===== src/rtl/switch_conditioner.sv =====
// switch_conditioner: per-channel synchronizer, debouncer and press/auto-repeat pulse generator
module switch_conditioner #(
    parameter int N = 2,
    parameter int DEBOUNCE_CYCLES = 1_000_000,
    parameter int REPEAT_DELAY_CYCLES = 50_000_000,
    parameter int REPEAT_PERIOD_CYCLES = 10_000_000,
    parameter logic [N-1:0] REPEAT_MASK = N'(1)
) (
    input  logic         clk,
    input  logic         rst,
    input  logic [N-1:0] sw_raw,
    output logic [N-1:0] sw_level,
    output logic [N-1:0] sw_press
);
    localparam int CW = $clog2(DEBOUNCE_CYCLES + 1);
    localparam int TMAX = (REPEAT_DELAY_CYCLES > REPEAT_PERIOD_CYCLES) ? REPEAT_DELAY_CYCLES : REPEAT_PERIOD_CYCLES;
    localparam int TW = $clog2(TMAX + 1);
    typedef enum logic [1:0] {IDLE, DELAY, REPEAT} state_t;
    for (genvar i = 0; i < N; i++) begin : g_ch
        logic s1_q, s2_q, lvl_q, lvl_d, press_q, rise, fall;
        logic [CW-1:0] cnt_q;
        logic [TW-1:0] tmr_q;
        state_t st_q;
        always_comb begin
            lvl_d = (s2_q != lvl_q && cnt_q == CW'(DEBOUNCE_CYCLES - 1)) ? s2_q : lvl_q;
            rise = lvl_d & ~lvl_q;
            fall = lvl_q & ~lvl_d;
        end
        always_ff @(posedge clk) begin
            if (rst) begin
                s1_q <= 1'b0;
                s2_q <= 1'b0;
                lvl_q <= 1'b0;
                cnt_q <= '0;
            end else begin
                s1_q <= sw_raw[i];
                s2_q <= s1_q;
                lvl_q <= lvl_d;
                cnt_q <= (s2_q == lvl_q || cnt_q == CW'(DEBOUNCE_CYCLES - 1)) ? '0 : cnt_q + 1'b1;
            end
        end
        // Pulses are issued on the same edge the debounced level rises, so both outputs align.
        always_ff @(posedge clk) begin
            if (rst) begin
                st_q <= IDLE;
                tmr_q <= '0;
                press_q <= 1'b0;
            end else begin
                press_q <= 1'b0;
                if (fall) begin
                    st_q <= IDLE;
                    tmr_q <= '0;
                end else begin
                    case (st_q)
                        IDLE: if (rise) begin
                            press_q <= 1'b1;
                            tmr_q <= '0;
                            st_q <= DELAY;
                        end
                        DELAY: if (REPEAT_MASK[i]) begin
                            if (tmr_q == TW'(REPEAT_DELAY_CYCLES - 1)) begin
                                press_q <= 1'b1;
                                tmr_q <= '0;
                                st_q <= REPEAT;
                            end else begin
                                tmr_q <= tmr_q + 1'b1;
                            end
                        end
                        REPEAT: begin
                            press_q <= tmr_q == TW'(REPEAT_PERIOD_CYCLES - 1);
                            tmr_q <= (tmr_q == TW'(REPEAT_PERIOD_CYCLES - 1)) ? '0 : tmr_q + 1'b1;
                        end
                        default: st_q <= IDLE;
                    endcase
                end
            end
        end
        assign sw_level[i] = lvl_q;
        assign sw_press[i] = press_q;
    end
endmodule


===== config.mk =====
export PLATFORM = sky130hd
export DESIGN_NAME = switch_conditioner
export DESIGN_NICKNAME = d
export VERILOG_FILES = /design/src/rtl/switch_conditioner.sv
export SDC_FILE = /design/constraint.sdc
export NUM_CORES = 1
export LEC_CHECK = 0
export BUFFER_PORTS_ARGS = -buffer_cell sky130_fd_sc_hd__buf_2
export CORE_ASPECT_RATIO = 1.1
export CORE_UTILIZATION = 45
export DETAILED_ROUTE_END_ITERATION = 7
export PLACE_DENSITY = 0.6
export RECOVER_POWER = 25
export SYNTH_ARGS = -nofsm -noshare
export SYNTH_HDL_FRONTEND = slang
export SYNTH_SLANG_ARGS = --single-unit

===== constraint.sdc =====
create_clock -name clk -period 4.2 [get_ports clk]
set_input_delay 0.21 -clock clk [delete_from_list [all_inputs] [get_ports clk]]
set_output_delay 0.21 -clock clk [all_outputs]
set_load 0.01 [all_outputs]

==> impl_metrics.csv, run 1 <==
group,metric,value,unit
outcome,status,"finished clean",
timing,max-slew-margin-rel,36.1,%
setup_path,cpLargestDelayFamily,"simple AND/OR/NAND/NOR gates",
grt,antenna_found_initial,0,
power,powerDensity,322,mW/mm^2
clock_network,cts_made_buffers,9,
finish,antennaDiodeCount,0,
placed_design,finalWeightedCongestion,0.795,
timing,tns,0,ns
grt,grt_util_all_layers,19.0,%
logic_synthesis,synthArstFlopShare,0,%
detailed_routing,wl_per_cell,13.5,um
timing,slew_violations,0,
logic_synthesis,synth-main-ff-cell,"dfxtp_1",
logic_synthesis,synth-seq-area-share,41.3,%
timing,hold_viol,0,
logic_synthesis,syn_inst,441,
clock_network,h-tree-depth,3,
grt,grt.met2_usage,32.8,%
logic_synthesis,syn_nets,453,
floorplan,die-area,0.00867,mm^2
floorplan,fp-row-count,34,
clock_network,cts.clk_slew.worst_paths,0.08,ns
floorplan,fp.coreArea,0.00800,mm^2
grt,grt_busiest_layer,"met2",
clock_network,post_cts_buffers,0,
logic_synthesis,ys_warn_count,0,
logic_synthesis,ys_types,58,
detailed_routing,via_count,3035,
setup_path,cp.arrival,3.54,ns
clock_network,clk_latency,0.35,ns
placed_design,portBuffers,7,
grt,use_met1,22.7,%
logic_synthesis,yosys.area.top_type,"dfxtp_1",
grt,grt_start_max_net_pins,23,
timing,fin_crit,3.25,ns
logic_synthesis,synth_area_leaders,"dfxtp_1, nor2_1, nand3_1, xnor2_1, nand2_1",
setup_path,cp_cell_sequence,"ha_1 -> nand2_1 -> nor4_1 -> a41oi_4 -> a2111o_1 -> or4_1 -> nand3_1",
grt,grtUsageMet3,3.91,%
floorplan,initial_core_util,46.7,%
logic_synthesis,synthesis.area,0.00373,mm^2
timing,fmax,0.308,GHz
floorplan,die_width,88.9,um
clock_network,cts_buffer_depth,2,
run,drv_cap,0,
timing,tightest_slew,0.949,ns
clock_network,ctsResizeCount,0,
setup_path,path_class,"reg -> reg",
floorplan,die_h,97.6,um
finish,final_nets,456,
timing,period_share,77.3,%
finish,layout-drive-gt1-share,6.46,%
detailed_routing,drc,0,
logic_synthesis,synth_edf_count,0,
worst_hold_path,hp-class,"in -> reg",
detailed_routing,firstDrtPassIters,4,
clock_network,cts_tree,"yes",
logic_synthesis,ys_ff_latch,77,
timing,rsz0062_at_grt,"no",
placed_design,placed_area,0.00383,mm^2
logic_synthesis,synth_top_area_share,41.3,%
detailed_routing,antenna_left,0,
grt,grt_pass1_vias,2868,
timing,setup_viol,0,
detailed_routing,via_per_inst,5.45,
power,leakage,1.22,nW
clock_network,cts.sinks,77,
detailed_routing,routed_wl,7490,um
finish,syn_to_final_growth,7.00,%
setup_path,slowest_stage,"nor4_1",
setup_path,end_kind,"flip-flop",
setup_path,cp-start-kind,"flip-flop",
floorplan,num_io_pins,8,
setup_path,critPathBufInv,0,
setup_path,slowest_delay,0.82,ns
clock_network,cts_hold_repair.buffers,0,
setup_path,required,4.49,ns
clock_network,clockRootBuffer,"clkbuf_8",
grt,grt.overflow.total,0,
grt,grt_pass1_wl,13000,um
setup_path,worstPathMaxFanout,20,
finish,final_cell_area,0.00400,mm^2
logic_synthesis,avgSynthCellArea,8.47,um^2
placed_design,place_hpwl,5300,um
detailed_routing,drt-initial-drc-count,83,
timing,fin_worst_skew,0.0106,ns
power,ir_drop,126,uV
## through the flow
stage,setup slack (ns),total power [mW],hold slack (ns),util [%],instances
detailed placement,1.41,0.789,0.428,47.9,541
floorplan,1.76,0.780,0.338,-,441
global placement,1.45,0.788,0.420,47.9,541
global route,0.687,1.34,0.0727,50.0,557
CTS,1.39,1.30,0.0684,50.2,557
finish,0.955,1.29,0.0764,50.0,557
## state kept, by name, summed over array words and instances (netlist names)
register      cells
g_ch.cnt_q       40
g_ch.tmr_q       26
g_ch.st_q         3
g_ch.lvl_q        2
g_ch.press_q      2
g_ch.s1_q         2
g_ch.s2_q         2
## layout by cell type (no fill, tap or decap), types with 3 or more instances in the layout
cell,instances
dfxtp_1,77
nor2_1,63
nand3_1,46
nand2_1,43
xnor2_1,20
xor2_1,17
inv_1,13
or3_1,13
nand4_1,11
nor3_1,10
a21oi_1,10
clkbuf_8,10
and3_1,9
ha_1,8
nor2b_1,7
nor4_1,5
o31ai_1,5
clkbuf_1,5
and2_1,4
o21ai_0,4
nor4b_1,3
and4_1,3
o211ai_1,3
or4_1,3
a22o_1,3
a31oi_1,3
o311ai_1,3
clkinv_4,3
clkinvlp_4,3
## cell type report
cell class	instances	area, um^2
Clock inverter	6	48.8
Sequential cell	77	1540
Inverter	13	48.8
Timing Repair Buffer	9	43.8
Clock buffer	10	138
Fill cell	826	4000
Multi-Input combinational cell	334	2040
Tap cell	108	135
## layer usage
layer | vias to the layer above | wire (um)
met5 | - | 0
met2 | 39 | 3770
li1 | 1562 | -
met1 | 1423 | 3410
met3 | 11 | 187
met4 | 0 | 127
## where the power goes
| group | total [mW] | internal [mW] | switching [mW] |
|---|---|---|---|
| Clock | 0.515 | 0.233 | 0.282 |
| Combinational | 0.0348 | 0.0114 | 0.0234 |
| Sequential | 0.737 | 0.734 | 0.00311 |
| Total | 1.29 | 0.978 | 0.309 |
## final timing paths
| check | from | endpoint | slack, ns | cells past startpoint |
|---|---|---|---|---|
| worst max register to register | g_ch[0].cnt_q[0] | g_ch[0].tmr_q[25] | 0.95 | 7 |
| worst min-delay path | sw_raw[0] | g_ch[0].s1_q | 0.08 | 2 |
| worst max-delay path | g_ch[0].cnt_q[0] | g_ch[0].tmr_q[25] | 0.95 | 7 |
| worst min register to register | g_ch[1].cnt_q[0] | g_ch[1].cnt_q[0] | 0.45 | 1 |
## Yosys cell counts (all sizes together) (2+ instances only)
cell / number
o31ai: 5
or2: 3
or4: 3
a22o: 3
or3: 13
a31oi: 3
inv: 13
buf: 7
a32oi: 2
a211oi: 2
and3: 9
xor2: 17
nand4bb: 2
o21ai: 6
and4: 3
nor3: 10
or4b: 3
nor4b: 3
nor2: 63
nand2: 43
a22oi: 2
a21oi: 10
xnor2: 20
nor2b: 7
nand3: 47
a21bo: 2
and2: 4
o21a: 2
nand4: 11
nor4: 6
o211ai: 3
mux2i: 2
ha: 8
nor4bb: 2
o311ai: 3
dfxtp: 77
clkbuf: 10
## cell families (layout without fill, tap and decap cells)
logic type,Yosys count,after routing,share of synthesized area (%)
XOR/XNOR,37,37,8.68
multiplexers,2,2,0.536
buffers and inverters,30,38,3.69
AND/OR/NAND/NOR,236,236,32.7
flip-flops,77,77,41.3
adder cells (fa/ha/maj),8,8,2.68
AO/OA/AOI/OAI,51,51,10.5
No activity file was read; power rests on OpenSTA's default activity.
==> run 2: changes to the inputs <==
- clock period: 4.2 -> 3.35 ns (I/O delays scaled with it)
==> run 2 against run 1 <==
Effect of this change: clock-buffer cell count is the same; total power grew 25%; sequential cell count is the same; clock power grew 24%; non-clock buffer count is the same; final area grew 0.38%; via count shrank 1.2%; critical endpoint unchanged.
==> impl_metrics.csv, run 2 (synthesized netlist as in run 1, its figures left out) <==
group,metric,value,unit
timing,rsz0062_at_grt,"no",
setup_path,cp.arrival,3.07,ns
power,combinationalPowerShare,2.7,%
timing,whs,0.0318,ns
detailed_routing,routed_wl,7420,um
finish,final_common_cell,"dfxtp_1",
setup_path,r2r-start,"g_ch[0].cnt_q[0]",
grt,grt_pass1_vias,2873,
run,drv_cap,0,
power,ir_drop,167,uV
finish,largest_register,"g_ch.cnt_q",
grt,grt_util_all_layers,18.9,%
clock_network,cts_hold_repair.buffers,0,
floorplan,num_io_pins,8,
setup_path,worstSetupPathDepth,7,
power,switching_share,23.7,%
finish,regArea,0.00154,mm^2
placed_design,place_inst,541,
timing,max-slew-margin-rel,50.9,%
detailed_routing,via_count,3000,
finish,layout.cells.non_filler,557,
finish,multiInputGateArea,0.00206,mm^2
clock_network,cts_tree,"yes",
setup_path,cp_cell_sequence,"ha_1 -> nand2_1 -> nor4_4 -> a41oi_4 -> a2111o_1 -> or4_1 -> nand3_1",
timing,fin_worst_skew,0.0107,ns
placed_design,portBuffers,7,
setup_path,cp-start-kind,"flip-flop",
floorplan,fp-row-count,34,
setup_path,slowest_stage,"a2111o_1",
grt,antenna_found_initial,0,
timing,setup_viol,0,
worst_hold_path,hp-class,"in -> reg",
timing,hold_viol,0,
floorplan,die_h,97.6,um
clock_network,cts_made_buffers,9,
clock_network,clockRootBuffer,"clkbuf_8",
floorplan,die_width,88.9,um
placed_design,placed_area,0.00383,mm^2
clock_network,cts.clk_slew.worst_paths,0.09,ns
floorplan,die-area,0.00867,mm^2
outcome,status,"finished clean",
clock_network,ctsResizeCount,0,
setup_path,ff2ff_path_depth,7,
setup_path,crit_path_start,"g_ch[0].cnt_q[0]",
finish,final_cell_area,0.00401,mm^2
clock_network,cts.sinks,77,
setup_path,cpLargestDelayFamily,"simple AND/OR/NAND/NOR gates",
clock_network,h-tree-depth,3,
finish,syn_to_final_growth,7.40,%
detailed_routing,wl_per_cell,13.3,um
timing,fmax,0.358,GHz
power,powerDensity,401,mW/mm^2
clock_network,post_cts_buffers,0,
power,pwr-share-seq,57.4,%
finish,final_nets,456,
grt,grt.overflow.total,0,
detailed_routing,drc,0,
timing,fin_crit,2.79,ns
timing,tns,0,ns
power,internal_power,1.23,mW
finish,layout-drive-gt1-share,6.68,%
power,leakage,1.24,nW
setup_path,r2r-end,"g_ch[0].tmr_q[25]",
setup_path,setup.worst_path.end,"g_ch[0].tmr_q[25]",
finish,largest_register_ffs,40,
timing,period_share,83.4,%
finish,top_regs,"g_ch.cnt_q: 40 flops, g_ch.tmr_q: 26 flops, g_ch.st_q: 3 flops",
setup_path,path_class,"reg -> reg",
setup_path,critPathBufInv,0,
floorplan,initial_core_util,46.7,%
floorplan,fp.coreArea,0.00800,mm^2
clock_network,clk_latency,0.34,ns
power,p_clk_share,39.9,%
setup_path,required,3.63,ns
placed_design,finalWeightedCongestion,0.795,
detailed_routing,firstDrtPassIters,4,
setup_path,slowest_delay,0.66,ns
detailed_routing,drt-initial-drc-count,111,
placed_design,place_hpwl,5260,um
finish,num-fill-cells,805,
grt,grt_start_max_net_pins,23,
clock_network,cts_buffer_depth,2,
grt,grt_pass1_wl,12900,um
setup_path,r2r_setup_slack,0.56,ns
finish,final_cell_mix,"dfxtp_1, nor2_1, nand3_1",
finish,antennaDiodeCount,0,
timing,tightest_slew,0.730,ns
timing,slew_violations,0,
setup_path,end_kind,"flip-flop",
power,netSwitchingPower,0.382,mW
detailed_routing,via_per_inst,5.39,
detailed_routing,antenna_left,0,
setup_path,worstPathMaxFanout,20,
[run 2: area by class of cell]
| cell class | count | share of cell area (%) |
|---|---|---|
| Multi-Input combinational cell | 334 | 51.2 |
| Sequential cell | 77 | 38.4 |
| Clock buffer | 10 | 3.43 |
| Tap cell | 108 | 3.37 |
| Inverter | 13 | 1.22 |
| Timing Repair Buffer | 9 | 1.09 |
| Clock inverter | 6 | 1.22 |
[run 2: power groups by stage]
stage                     logic, mW  clock network, mW  registers [mW]
after floorplan              0.0339                  0           0.944
after global placement       0.0435                  0           0.945
after detailed placement     0.0443                  0           0.945
after CTS                    0.0448              0.664           0.924
after global routing         0.0500              0.705           0.925
final                        0.0439              0.641           0.924
[run 2: worst min path at each step]
stage / from / endpoint / slack, ns / depth (start not counted)
2_1_floorplan: sw_raw[0] / g_ch[0].s1_q / 0.30 / 1
4_1_cts: sw_raw[0] / g_ch[0].s1_q / 0.02 / 2
5_1_grt: sw_raw[0] / g_ch[0].s1_q / 0.05 / 2
6_report: sw_raw[0] / g_ch[0].s1_q / 0.03 / 2
3_5_place_dp: sw_raw[0] / g_ch[0].s1_q / 0.39 / 2
3_3_place_gp: sw_raw[0] / g_ch[0].s1_q / 0.39 / 2
[run 2: worst reg2reg max path, stage by stage, from the launching register on]
cell and delay [ns]:
dfxtp_1 0.39, ha_1 0.22, nand2_1 0.13, nor4_4 0.43, a41oi_4 0.24, a2111o_1 0.66, or4_1 0.58, nand3_1 0.09
[run 2: per-stage QoR]
stage / power, mW / setup WS [ns] / util [%]
6_report: 1.61 / 0.556 / 50.2
5_1_grt: 1.68 / 0.351 / 50.2
4_1_cts: 1.63 / 0.541 / 50.2
3_5_place_dp: 0.989 / 0.537 / 47.9
3_3_place_gp: 0.988 / 0.603 / 47.9
2_1_floorplan: 0.978 / 0.910 / -
[run 2: per-layer routing]
layer | track usage (%) | routed length, um
met1 | 22.7 | 3500
met2 | 32.8 | 3740
met5 | 0 | 0
met3 | 4.16 | 99
met4 | 5.83 | 80
